**src/rtl/pipe_ctrl_pkg.sv**
```systemverilog
// Shared types for the pipeline hazard/sequencing controller.
//   ctrl_state_t : controller FSM state (RUN, DRAIN, HALTED)
package pipe_ctrl_pkg;

  typedef enum logic [1:0] {
    RUN    = 2'd0,
    DRAIN  = 2'd1,
    HALTED = 2'd2
  } ctrl_state_t;

endpackage

```
**src/rtl/pipeline_ctrl_if.sv**
```systemverilog
// Bundle of hazard inputs and stage-control outputs between the 5-stage datapath and
// pipeline_ctrl.
//   master : datapath side (drives hazard status, receives enables/flushes)
//   slave  : controller side
// With PIPE_PERF_EN defined, stall_cnt/flush_cnt perf counters are carried as well.
interface pipeline_ctrl_if
  import pipe_ctrl_pkg::*;
#(
  parameter int unsigned REG_ADDR_W = 4
);

  logic                  imem_ready;
  logic                  dmem_req;
  logic                  dmem_ready;
  logic                  id_halt;
  logic [REG_ADDR_W-1:0] id_rs1;
  logic [REG_ADDR_W-1:0] id_rs2;
  logic                  id_use_rs2;
  logic                  ex_mem_read;
  logic [REG_ADDR_W-1:0] ex_rd;
  logic                  ex_br_taken;

  logic pc_en;
  logic if_id_en;
  logic id_ex_en;
  logic ex_mem_en;
  logic mem_wb_en;
  logic if_id_flush;
  logic id_ex_flush;
  logic halted;

`ifdef PIPE_PERF_EN
  logic [31:0] stall_cnt;
  logic [31:0] flush_cnt;
`endif

  modport master (
    output imem_ready, dmem_req, dmem_ready, id_halt, id_rs1, id_rs2, id_use_rs2,
           ex_mem_read, ex_rd, ex_br_taken,
`ifdef PIPE_PERF_EN
    input  stall_cnt, flush_cnt,
`endif
    input  pc_en, if_id_en, id_ex_en, ex_mem_en, mem_wb_en, if_id_flush, id_ex_flush, halted
  );

  modport slave (
    input  imem_ready, dmem_req, dmem_ready, id_halt, id_rs1, id_rs2, id_use_rs2,
           ex_mem_read, ex_rd, ex_br_taken,
`ifdef PIPE_PERF_EN
    output stall_cnt, flush_cnt,
`endif
    output pc_en, if_id_en, id_ex_en, ex_mem_en, mem_wb_en, if_id_flush, id_ex_flush, halted
  );

endinterface

```
**src/rtl/load_use_detect.sv**
```systemverilog
// Combinational load-use hazard detector: a load in EX whose destination is read by the
// instruction in ID. x0 (index 0) is never a hazard.
//   ex_mem_read, ex_rd          : load in EX and its destination
//   id_rs1, id_rs2, id_use_rs2  : ID source operands
//   load_use                    : one bubble required
module load_use_detect #(
  parameter int unsigned REG_ADDR_W = 4
) (
  input  logic                  ex_mem_read,
  input  logic [REG_ADDR_W-1:0] ex_rd,
  input  logic [REG_ADDR_W-1:0] id_rs1,
  input  logic [REG_ADDR_W-1:0] id_rs2,
  input  logic                  id_use_rs2,
  output logic                  load_use
);

  always_comb begin
    load_use = ex_mem_read && (ex_rd != '0) &&
               ((ex_rd == id_rs1) || (id_use_rs2 && (ex_rd == id_rs2)));
  end

endmodule

```
**src/rtl/pipeline_ctrl.sv**
```systemverilog
// Hazard/sequencing controller for the 5-stage pipeline. Generates enables and sync-clear
// flushes for PC, IF_ID, ID_EX, EX_MEM, MEM_WB covering dmem freezes, taken-branch flushes,
// load-use bubbles, imem wait states and the HALT drain.
//   clk, reset : clock, asynchronous active-low reset
//   ctrl       : pipeline_ctrl_if.slave (hazard inputs, stage controls, halted)
// Outputs are combinational from state and inputs. Optional macro PIPE_PERF_EN adds the
// 32-bit stall_cnt/flush_cnt perf counters.
module pipeline_ctrl
  import pipe_ctrl_pkg::*;
#(
  parameter int unsigned REG_ADDR_W   = 4,
  parameter int unsigned DRAIN_CYCLES = 3
) (
  input logic             clk,
  input logic             reset,
  pipeline_ctrl_if.slave  ctrl
);

  localparam int unsigned        DrainW    = $clog2(DRAIN_CYCLES + 1);
  localparam logic [DrainW-1:0]  DrainInit = DrainW'(DRAIN_CYCLES - 1);

  ctrl_state_t       state_q, state_d;
  logic [DrainW-1:0] drain_q, drain_d;

  logic load_use;
  logic dfreeze;
  logic pc_en, if_id_en, id_ex_en, ex_mem_en, mem_wb_en;
  logic if_id_flush, id_ex_flush, halted;

  load_use_detect #(
    .REG_ADDR_W (REG_ADDR_W)
  ) u_load_use_detect (
    .ex_mem_read (ctrl.ex_mem_read),
    .ex_rd       (ctrl.ex_rd),
    .id_rs1      (ctrl.id_rs1),
    .id_rs2      (ctrl.id_rs2),
    .id_use_rs2  (ctrl.id_use_rs2),
    .load_use    (load_use)
  );

  assign dfreeze = ctrl.dmem_req && !ctrl.dmem_ready;

  always_ff @(posedge clk or negedge reset) begin
    if (!reset) begin
      state_q <= RUN;
      drain_q <= '0;
    end else begin
      state_q <= state_d;
      drain_q <= drain_d;
    end
  end

  always_comb begin
    state_d     = state_q;
    drain_d     = drain_q;
    pc_en       = 1'b0;
    if_id_en    = 1'b0;
    id_ex_en    = 1'b0;
    ex_mem_en   = 1'b0;
    mem_wb_en   = 1'b0;
    if_id_flush = 1'b0;
    id_ex_flush = 1'b0;
    halted      = 1'b0;

    if (!reset) begin
      // Hold the front of the pipe cleared while reset is asserted.
      if_id_flush = 1'b1;
      id_ex_flush = 1'b1;
    end else if (state_q == HALTED) begin
      halted = 1'b1;
    end else if (dfreeze) begin
      // Whole pipe frozen; state and drain count hold.
    end else begin
      pc_en     = 1'b1;
      if_id_en  = 1'b1;
      id_ex_en  = 1'b1;
      ex_mem_en = 1'b1;
      mem_wb_en = 1'b1;
      unique case (state_q)
        RUN: begin
          if (ctrl.ex_br_taken) begin
            // PC loads the target; wrong-path IF/ID work is squashed, halt is cancelled.
            if_id_flush = 1'b1;
            id_ex_flush = 1'b1;
          end else if (load_use) begin
            pc_en       = 1'b0;
            if_id_en    = 1'b0;
            id_ex_flush = 1'b1;
          end else if (!ctrl.imem_ready) begin
            pc_en       = 1'b0;
            if_id_flush = 1'b1;
          end else if (ctrl.id_halt) begin
            pc_en       = 1'b0;
            if_id_flush = 1'b1;
            id_ex_flush = 1'b1;
            state_d     = DRAIN;
            drain_d     = DrainInit;
          end
        end
        DRAIN: begin
          pc_en       = 1'b0;
          if_id_flush = 1'b1;
          id_ex_flush = 1'b1;
          if (drain_q == '0) begin
            state_d = HALTED;
          end else begin
            drain_d = drain_q - DrainW'(1);
          end
        end
        default: ;
      endcase
    end
  end

  assign ctrl.pc_en       = pc_en;
  assign ctrl.if_id_en    = if_id_en;
  assign ctrl.id_ex_en    = id_ex_en;
  assign ctrl.ex_mem_en   = ex_mem_en;
  assign ctrl.mem_wb_en   = mem_wb_en;
  assign ctrl.if_id_flush = if_id_flush;
  assign ctrl.id_ex_flush = id_ex_flush;
  assign ctrl.halted      = halted;

`ifdef PIPE_PERF_EN
  logic [31:0] stall_cnt_q;
  logic [31:0] flush_cnt_q;
  logic        stall_evt;
  logic        br_evt;

  // Freeze cycles are not stalls; only RUN-state front-end holds are counted.
  assign stall_evt = (state_q == RUN) && !dfreeze && !pc_en;
  assign br_evt    = (state_q == RUN) && !dfreeze && ctrl.ex_br_taken;

  always_ff @(posedge clk or negedge reset) begin
    if (!reset) begin
      stall_cnt_q <= '0;
      flush_cnt_q <= '0;
    end else begin
      if (stall_evt) stall_cnt_q <= stall_cnt_q + 32'd1;
      if (br_evt)    flush_cnt_q <= flush_cnt_q + 32'd1;
    end
  end

  assign ctrl.stall_cnt = stall_cnt_q;
  assign ctrl.flush_cnt = flush_cnt_q;
`endif

endmodule

```
**src/flat_wrapper.sv**
```systemverilog
// flat-port wrapper written by rule: the top's interface ports become plain ports
module pipeline_ctrl_flat import pipe_ctrl_pkg::*;
#(
  parameter int unsigned REG_ADDR_W   = 4,
  parameter int unsigned DRAIN_CYCLES = 3
)
  (clk, reset, ctrl_imem_ready, ctrl_dmem_req, ctrl_dmem_ready, ctrl_id_halt, ctrl_id_rs1, ctrl_id_rs2, ctrl_id_use_rs2, ctrl_ex_mem_read, ctrl_ex_rd, ctrl_ex_br_taken, ctrl_pc_en, ctrl_if_id_en, ctrl_id_ex_en, ctrl_ex_mem_en, ctrl_mem_wb_en, ctrl_if_id_flush, ctrl_id_ex_flush, ctrl_halted);
  pipeline_ctrl_if #(.REG_ADDR_W(REG_ADDR_W)) ctrl_i ();
  input logic clk;
  input logic reset;
  input wire logic [$bits(ctrl_i.imem_ready)-1:0] ctrl_imem_ready;
  input wire logic [$bits(ctrl_i.dmem_req)-1:0] ctrl_dmem_req;
  input wire logic [$bits(ctrl_i.dmem_ready)-1:0] ctrl_dmem_ready;
  input wire logic [$bits(ctrl_i.id_halt)-1:0] ctrl_id_halt;
  input wire logic [$bits(ctrl_i.id_rs1)-1:0] ctrl_id_rs1;
  input wire logic [$bits(ctrl_i.id_rs2)-1:0] ctrl_id_rs2;
  input wire logic [$bits(ctrl_i.id_use_rs2)-1:0] ctrl_id_use_rs2;
  input wire logic [$bits(ctrl_i.ex_mem_read)-1:0] ctrl_ex_mem_read;
  input wire logic [$bits(ctrl_i.ex_rd)-1:0] ctrl_ex_rd;
  input wire logic [$bits(ctrl_i.ex_br_taken)-1:0] ctrl_ex_br_taken;
  output wire logic [$bits(ctrl_i.pc_en)-1:0] ctrl_pc_en;
  output wire logic [$bits(ctrl_i.if_id_en)-1:0] ctrl_if_id_en;
  output wire logic [$bits(ctrl_i.id_ex_en)-1:0] ctrl_id_ex_en;
  output wire logic [$bits(ctrl_i.ex_mem_en)-1:0] ctrl_ex_mem_en;
  output wire logic [$bits(ctrl_i.mem_wb_en)-1:0] ctrl_mem_wb_en;
  output wire logic [$bits(ctrl_i.if_id_flush)-1:0] ctrl_if_id_flush;
  output wire logic [$bits(ctrl_i.id_ex_flush)-1:0] ctrl_id_ex_flush;
  output wire logic [$bits(ctrl_i.halted)-1:0] ctrl_halted;
  assign ctrl_i.imem_ready = ctrl_imem_ready;
  assign ctrl_i.dmem_req = ctrl_dmem_req;
  assign ctrl_i.dmem_ready = ctrl_dmem_ready;
  assign ctrl_i.id_halt = ctrl_id_halt;
  assign ctrl_i.id_rs1 = ctrl_id_rs1;
  assign ctrl_i.id_rs2 = ctrl_id_rs2;
  assign ctrl_i.id_use_rs2 = ctrl_id_use_rs2;
  assign ctrl_i.ex_mem_read = ctrl_ex_mem_read;
  assign ctrl_i.ex_rd = ctrl_ex_rd;
  assign ctrl_i.ex_br_taken = ctrl_ex_br_taken;
  assign ctrl_pc_en = ctrl_i.pc_en;
  assign ctrl_if_id_en = ctrl_i.if_id_en;
  assign ctrl_id_ex_en = ctrl_i.id_ex_en;
  assign ctrl_ex_mem_en = ctrl_i.ex_mem_en;
  assign ctrl_mem_wb_en = ctrl_i.mem_wb_en;
  assign ctrl_if_id_flush = ctrl_i.if_id_flush;
  assign ctrl_id_ex_flush = ctrl_i.id_ex_flush;
  assign ctrl_halted = ctrl_i.halted;
  pipeline_ctrl #(.REG_ADDR_W(REG_ADDR_W), .DRAIN_CYCLES(DRAIN_CYCLES)) u_core (.clk(clk), .reset(reset), .ctrl(ctrl_i));
endmodule
```
**config.mk**
```make
export PLATFORM = sky130hd
export DESIGN_NAME = pipeline_ctrl_flat
export DESIGN_NICKNAME = d
export VERILOG_FILES = /design/src/rtl/pipe_ctrl_pkg.sv /design/src/rtl/pipeline_ctrl_if.sv /design/src/rtl/load_use_detect.sv /design/src/rtl/pipeline_ctrl.sv /design/src/flat_wrapper.sv
export SDC_FILE = /design/constraint.sdc
export NUM_CORES = 1
export LEC_CHECK = 0
export ABC_AREA = 1
export CELL_PAD_IN_SITES_DETAIL_PLACEMENT = 1
export CELL_PAD_IN_SITES_GLOBAL_PLACEMENT = 2
export CORE_ASPECT_RATIO = 0.9
export CORE_MARGIN = 1
export CORE_UTILIZATION = 18
export DETAILED_ROUTE_END_ITERATION = 8
export PLACE_DENSITY = 0.84
export SETUP_SLACK_MARGIN = 0.15
export SYNTH_ARGS = -nofsm -noshare
export SYNTH_HDL_FRONTEND = slang
export SYNTH_HIERARCHICAL = 1
export SYNTH_SLANG_ARGS = --single-unit
```
**constraint.sdc**
```tcl
create_clock -name clk -period 2.07 [get_ports clk]
set_input_delay 0.414 -clock clk [delete_from_list [all_inputs] [get_ports clk]]
set_output_delay 0.414 -clock clk [all_outputs]
set_load 0.01 [all_outputs]
```
After elaboration in Yosys (flattened, before gate mapping)
Cells that the tools add are included.
- flip-flop bits (word level): 4
- input port bits: 21
- output and inout port bits: 8
- word-level logic and storage cells: 73
- equal/unequal tests: 10
- bitwise logic cells: 2
- add/subtract/negate cells: 1
- reduce and logical (&&, ||, !) cells: 12
- multiplexer cells: 46
- operators by type and width (kind ; count):
    $mux W1 ; 31
    $mux W2 ; 10
    $reduce_and A9 Y1 ; 2
    $ne A2 B2 Y1 const B ; 5
    $eq A4 B4 Y1 ; 2
    $pmux W2 S2 ; 2
    $pmux W1 S2 ; 3
    $logic_and A1 B1 Y1 ; 4
    $logic_not A2 Y1 ; 2
    $reduce_bool A4 Y1 ; 1
    $eq A2 B1 Y1 const B ; 1
    $eq A2 B2 Y1 const B ; 1
    $ne A2 B1 Y1 const B ; 1
    $not A1 Y1 ; 2
    $reduce_bool A2 Y1 ; 1
    $sub A2 B1 Y2 const B ; 1
    $logic_not A1 Y1 ; 1
    $logic_or A1 B1 Y1 ; 1

Logic depth before layout (Yosys ltp)
- word-level depth: 10
- depth in mapped cells: 12
- depth with buffers taken out: 12

Cells and area by module
The synthesis kept the hierarchy.
- modules (own cells, without submodules) (module ; seq. area each (um^2) ; instances ; cells an instance ; area an instance (um^2)):
    pipeline_ctrl ; 100.1 ; 1 ; 65 ; 379.1
    load_use_detect ; 0.0 ; 1 ; 42 ; 173.9

Worst setup path before layout
OpenSTA, ideal clock, no wires.
- path kind: input to output
- start: input port ctrl_ex_rd[1]
- end: output port ctrl_id_ex_flush
- buffers on the path: 0
- stages on the path: 10
- data arrival time: 1.136 ns
- required time: 1.656 ns
- slack: 0.520 ns
- cells stage by stage: inv_1 -> nand2_1 -> nand2_1 -> nor2_1 -> nand3_1 -> a21oi_2 -> nor2_1 -> nand3_1 -> nand3_1 -> nand2_1
- longest elaborated chain between the ends: 10
- elaborated cells between the ends (all ways): 13
- classes of those cells: eq/ne (2); mux (6); reduce/logical (5)
- RTL lines (element ; RTL line ; RTL):
    start: declaration ; flat_wrapper.sv:19 ; input wire logic [$bits(ctrl_i.ex_rd)-1:0] ctrl_ex_rd;
    $eq A4 B4 Y1 ; load_use_detect.sv:19 ; ((ex_rd == id_rs1) || (id_use_rs2 && (ex_rd == id_rs2)));
    $logic_and A1 B1 Y1 ; load_use_detect.sv:19 ;
    $logic_or A1 B1 Y1 ; load_use_detect.sv:19 ;
    $logic_and A1 B1 Y1 (*) ; load_use_detect.sv:18 ; load_use = ex_mem_read && (ex_rd != '0) &&
    via u_core.load_use ; pipeline_ctrl.sv:25 ; logic load_use;
    $mux W1 (*) ; pipeline_ctrl.sv:85 ; end else if (load_use) begin
    $mux W1 (*) ; pipeline_ctrl.sv:81 ; if (ctrl.ex_br_taken) begin
    $pmux W1 S2 (*) ; pipeline_ctrl.sv:79 ; unique case (state_q)
    $mux W1 (*) ; pipeline_ctrl.sv:71 ; end else if (dfreeze) begin
    $mux W1 (*) ; pipeline_ctrl.sv:69 ; end else if (state_q == HALTED) begin
    $mux W1 (*) ; pipeline_ctrl.sv:65 ; if (!reset) begin
    end: declaration ; flat_wrapper.sv:27 ; output wire logic [$bits(ctrl_i.id_ex_flush)-1:0] ctrl_id_ex_flush;
Mark *: on every way through the listed nets, which the timed path passes. The rest lies on a longest branch.

Final worst setup path
Ends and elaborated chain as after synthesis.

==> summary.md <==
| Metric | Value |
|---|---|
| CTS max path bufs | 2 |
| Num rows | 18 |
| Hold path depth | 2 |
| Sw Pwr | 90.7 uW |
| Required @ worst endpoint | 1660 ps |
| Core Box Area | 2840 um^2 |
| WL per Instance | 11.0 um |
| Cells after synthesis | 107 |
| Top cells by area, synth | nand2_1 28%, dfrtp_1 18%, inv_1 12% |
| Buf+Inv Stages, Crit Path | 4 |
| Starting Density | 19.5% |
| Post-synth top area cell | nand2_1 |
| Layout fillers | 387 |
| Vias in the first global route | 771 |
| Setup violators final | 0 |
| First-pass DRT Iterations | 4 |
| CP endpoint kind | output port |
| CP cell instances | buf_8 -> nand2_1 -> nand2_1 -> nor2_1 -> nand2_1 -> a21oi_2 -> buf_4 -> buf_6 -> nor2_4 -> nand3_2 -> nand3_2 -> nand2_1 -> buf_2 |
| Clk slew on worst S/H paths | 30 ps |
| Final Hold Fails | 0 |
| Skew-Pair Late Insertion Delay | 230 ps |
| Hold_sp | u_core/drain_q[1] |
| Yosys reg bits | 4 |
| Worst setup path category | input pin to output port |
| Period utilisation layout | 95.5% |
| Peak Freq | 506 MHz |
| Switching share of power | 29.7% |
| First-pass GRT wire length | 3060 um |
| FF-to-FF setup slack | 890 ps |
| Worst slew pin tran | 327 ps |
| Antenna Cells | 0 |
| Most used cell, CP | nand2_1 |
| Global router's overall resource usage | 12.4% |
| Register Area | 100 um^2 |
| CTS tree | built |
| Syn-to-layout area delta | 92.5% |
| Worst-case vdd ir drop | 0.243 mV |
| CP max stage delay | 160 ps |
| Clock power frac | 31.0% |
| Congestion Overflow GR | 0 |
| R2R cell count | 8 |
| Placed wire-length estimate | 1520 um |
| Vias | 753 |
| Sequential share of the synthesized area | 18.1% |
| Share of cells above drive strength 1 | 53.1% |
| Slowest CP cell | a21oi_2 |
| Post-DP Area | 898 um^2 |
| DR iter-0 viols | 14 |
| HP Class | register to register |
| Die area | 3300 um^2 |
| Initial antenna violation count | 0 |
| Power Internal | 215 uW |
| Avg Cell Area, Syn | 5.17 um^2 |
| Pin count of the biggest net entering global routing | 9 |
| Outcome | completed |
| Endpoint, Worst Hold | u_core/drain_q[1] |
| CTS root buf | clkbuf_4 |
| Crit path DAT | 1560 ps |
| I/O pins | 29 |
| Top delay family on crit path | simple AND/OR/NAND/NOR gates |
| Worst flop-to-flop path startpoint | u_core/drain_q[0] |
| Syn Std Cell Area | 553 um^2 |
| Max Slew Vio Count | 0 |
| Yosys cell types | 16 |
| RD Place Congestion | 0.748 |
| Yosys top cell area share | 27.8% |
| Flop pwr share | 25.8% |
| DR DRC count | 0 |
| Antenna viol nets, final | 0 |
| Multi-input logic area | 469 um^2 |
| Unrepaired setup endpoints after global routing | yes |
| Fin nets | 169 |
| MaxCap Viol Count | 0 |
| Clk_skew | 1.55 ps |
| Port Buffer Count | 28 |
| Worst Path Max Fanout | 3 |
| Min Hold Slack | 465 ps |
| Slew headroom | 78.2% |
| Total wire length | 2030 um |
| Max H-tree Level | 1 |
| Finished layout cell area | 1060 um^2 |
| Pwr dens | 287 nW/um^2 |
| CTS sink count | 4 |
| Leakage | 0.000599 uW |
| Synth warn | 6 |
| Number of CTS-inserted buffers | 3 |
| Die extent in x | 60.4 um |
| Startpoint Class | input pin |
| Syn_nets | 129 |
| Part of the power in combinational logic | 43.3% |
| DR vias/cell | 4.07 |
| Post-layout min period | 1980 ps |
| Reg-to-reg endpoint | u_core/drain_q[0] |
| Die Ht | 54.6 um |
[worst min-delay path, delay by kind of cell, from the launching register on]
kind             cells  cell delay (ps)
and+or+nand+nor      2              100
DFF                  1              330
[worst max path at each step]
stage / start / to / slack (ps) / cells past startpoint
6_report: ctrl_ex_rd[1] / ctrl_id_ex_flush / 90 / 13
5_1_grt: ctrl_ex_rd[1] / ctrl_if_id_flush / -3 / 12
4_1_cts: ctrl_ex_rd[2] / ctrl_id_ex_flush / 80 / 14
3_5_place_dp: ctrl_ex_rd[0] / ctrl_id_ex_flush / -720 / 12
3_3_place_gp: ctrl_ex_rd[0] / ctrl_id_ex_flush / -670 / 12
2_1_floorplan: ctrl_ex_rd[1] / ctrl_id_ex_flush / 520 / 10
[flip-flops by register name (all words and copies together) (netlist names)]
register and cells:
u_core/state_q 2, u_core/drain_q 2
[metrics by stage]
| stage | setup TNS, ps | total power [uW] | setup WS (ps) | instances | util, % |
|---|---|---|---|---|---|
| after floorplan | 0 | 115 | 520 | 107 | - |
| after global placement | -2960 | 176 | -672 | 177 | 31.7 |
| after detailed placement | -3330 | 178 | -718 | 177 | 31.7 |
| after CTS | 0 | 288 | 76.5 | 183 | 33.4 |
| after global routing | -2.85 | 328 | -2.85 | 185 | 37.5 |
| final | 0 | 305 | 94.0 | 185 | 37.5 |
[cell usage after synthesis, drive strengths merged]
cell and number:
nand2 46, inv 22, nor2 15, nand3 9
dfrtp 4, a21oi 3, buf 2, o21ai 2
ha 1, o21bai 1, or2 1, xnor2 1
[layer usage]
layer / global-route usage, % / part of all wire, % / routed length, um / vias up
met2: 24.2 / 54 / 1100 / 12
met3: 2.84 / 3.0 / 61 / 0
li1: - / - / - / 394
met5: 0 / 0 / 0 / -
met1: 14.5 / 43 / 872 / 347
met4: 0 / 0 / 0 / 0
[layout by cell type (no fill, tap or decap), types with 2 or more instances in the layout]
master           netlist  layout
a21oi_2                1       3
nand3_1                9       4
nand2_2                5      15
nor2_2                 2       5
nand2_1               41      29
clkdlybuf4s50_1        0       6
nor2_4                 0       3
inv_1                 18      12
nand2_4                0       2
inv_4                  0       3
buf_8                  0       3
buf_6                  0       9
nor2_1                13       7
dfrtp_1                4       4
clkbuf_4               0       3
buf_2                  0       6
buf_4                  2       7
inv_2                  4       6
nand3_2                0       5
clkbuf_2               0       4
[kinds of logic after synthesis]
logic type / share of synthesized area, %
AND/OR/NAND/NOR: 53.8
XOR/XNOR: 1.58
AO/OA/AOI/OAI: 6.56
adder cells (fa/ha/maj): 2.26
flip-flops: 18.1
buffers and inverters: 17.6
[area by class of cell]
| class | instances | share of cell area, % |
|---|---|---|
| Clock buffer | 3 | 2.12 |
| Inverter | 22 | 8.93 |
| Multi-Input combinational cell | 79 | 44.1 |
| Sequential cell | 4 | 9.40 |
| Tap cell | 40 | 4.70 |
| Timing Repair Buffer | 37 | 30.8 |
[power groups by stage]
| stage | clock (uW) | sequential, uW | combinational, uW |
|---|---|---|---|
| floorplan | 0 | 79.6 | 35.0 |
| global placement | 0 | 79.6 | 96.2 |
| finish | 94.5 | 78.7 | 132 |
| global route | 106 | 78.6 | 144 |
| CTS | 102 | 78.6 | 108 |
| detailed placement | 0 | 79.6 | 98.6 |
[timing repair]
action / 4_1_cts / 5_1_grt
pin swaps: 25 / 23
resized for setup: 100 / 40
hold buffers: 0 / 0
setup buffers: 3 / 2
endpoints found under the setup margin: 8 / 8
No activity file was read; power rests on OpenSTA's default activity.
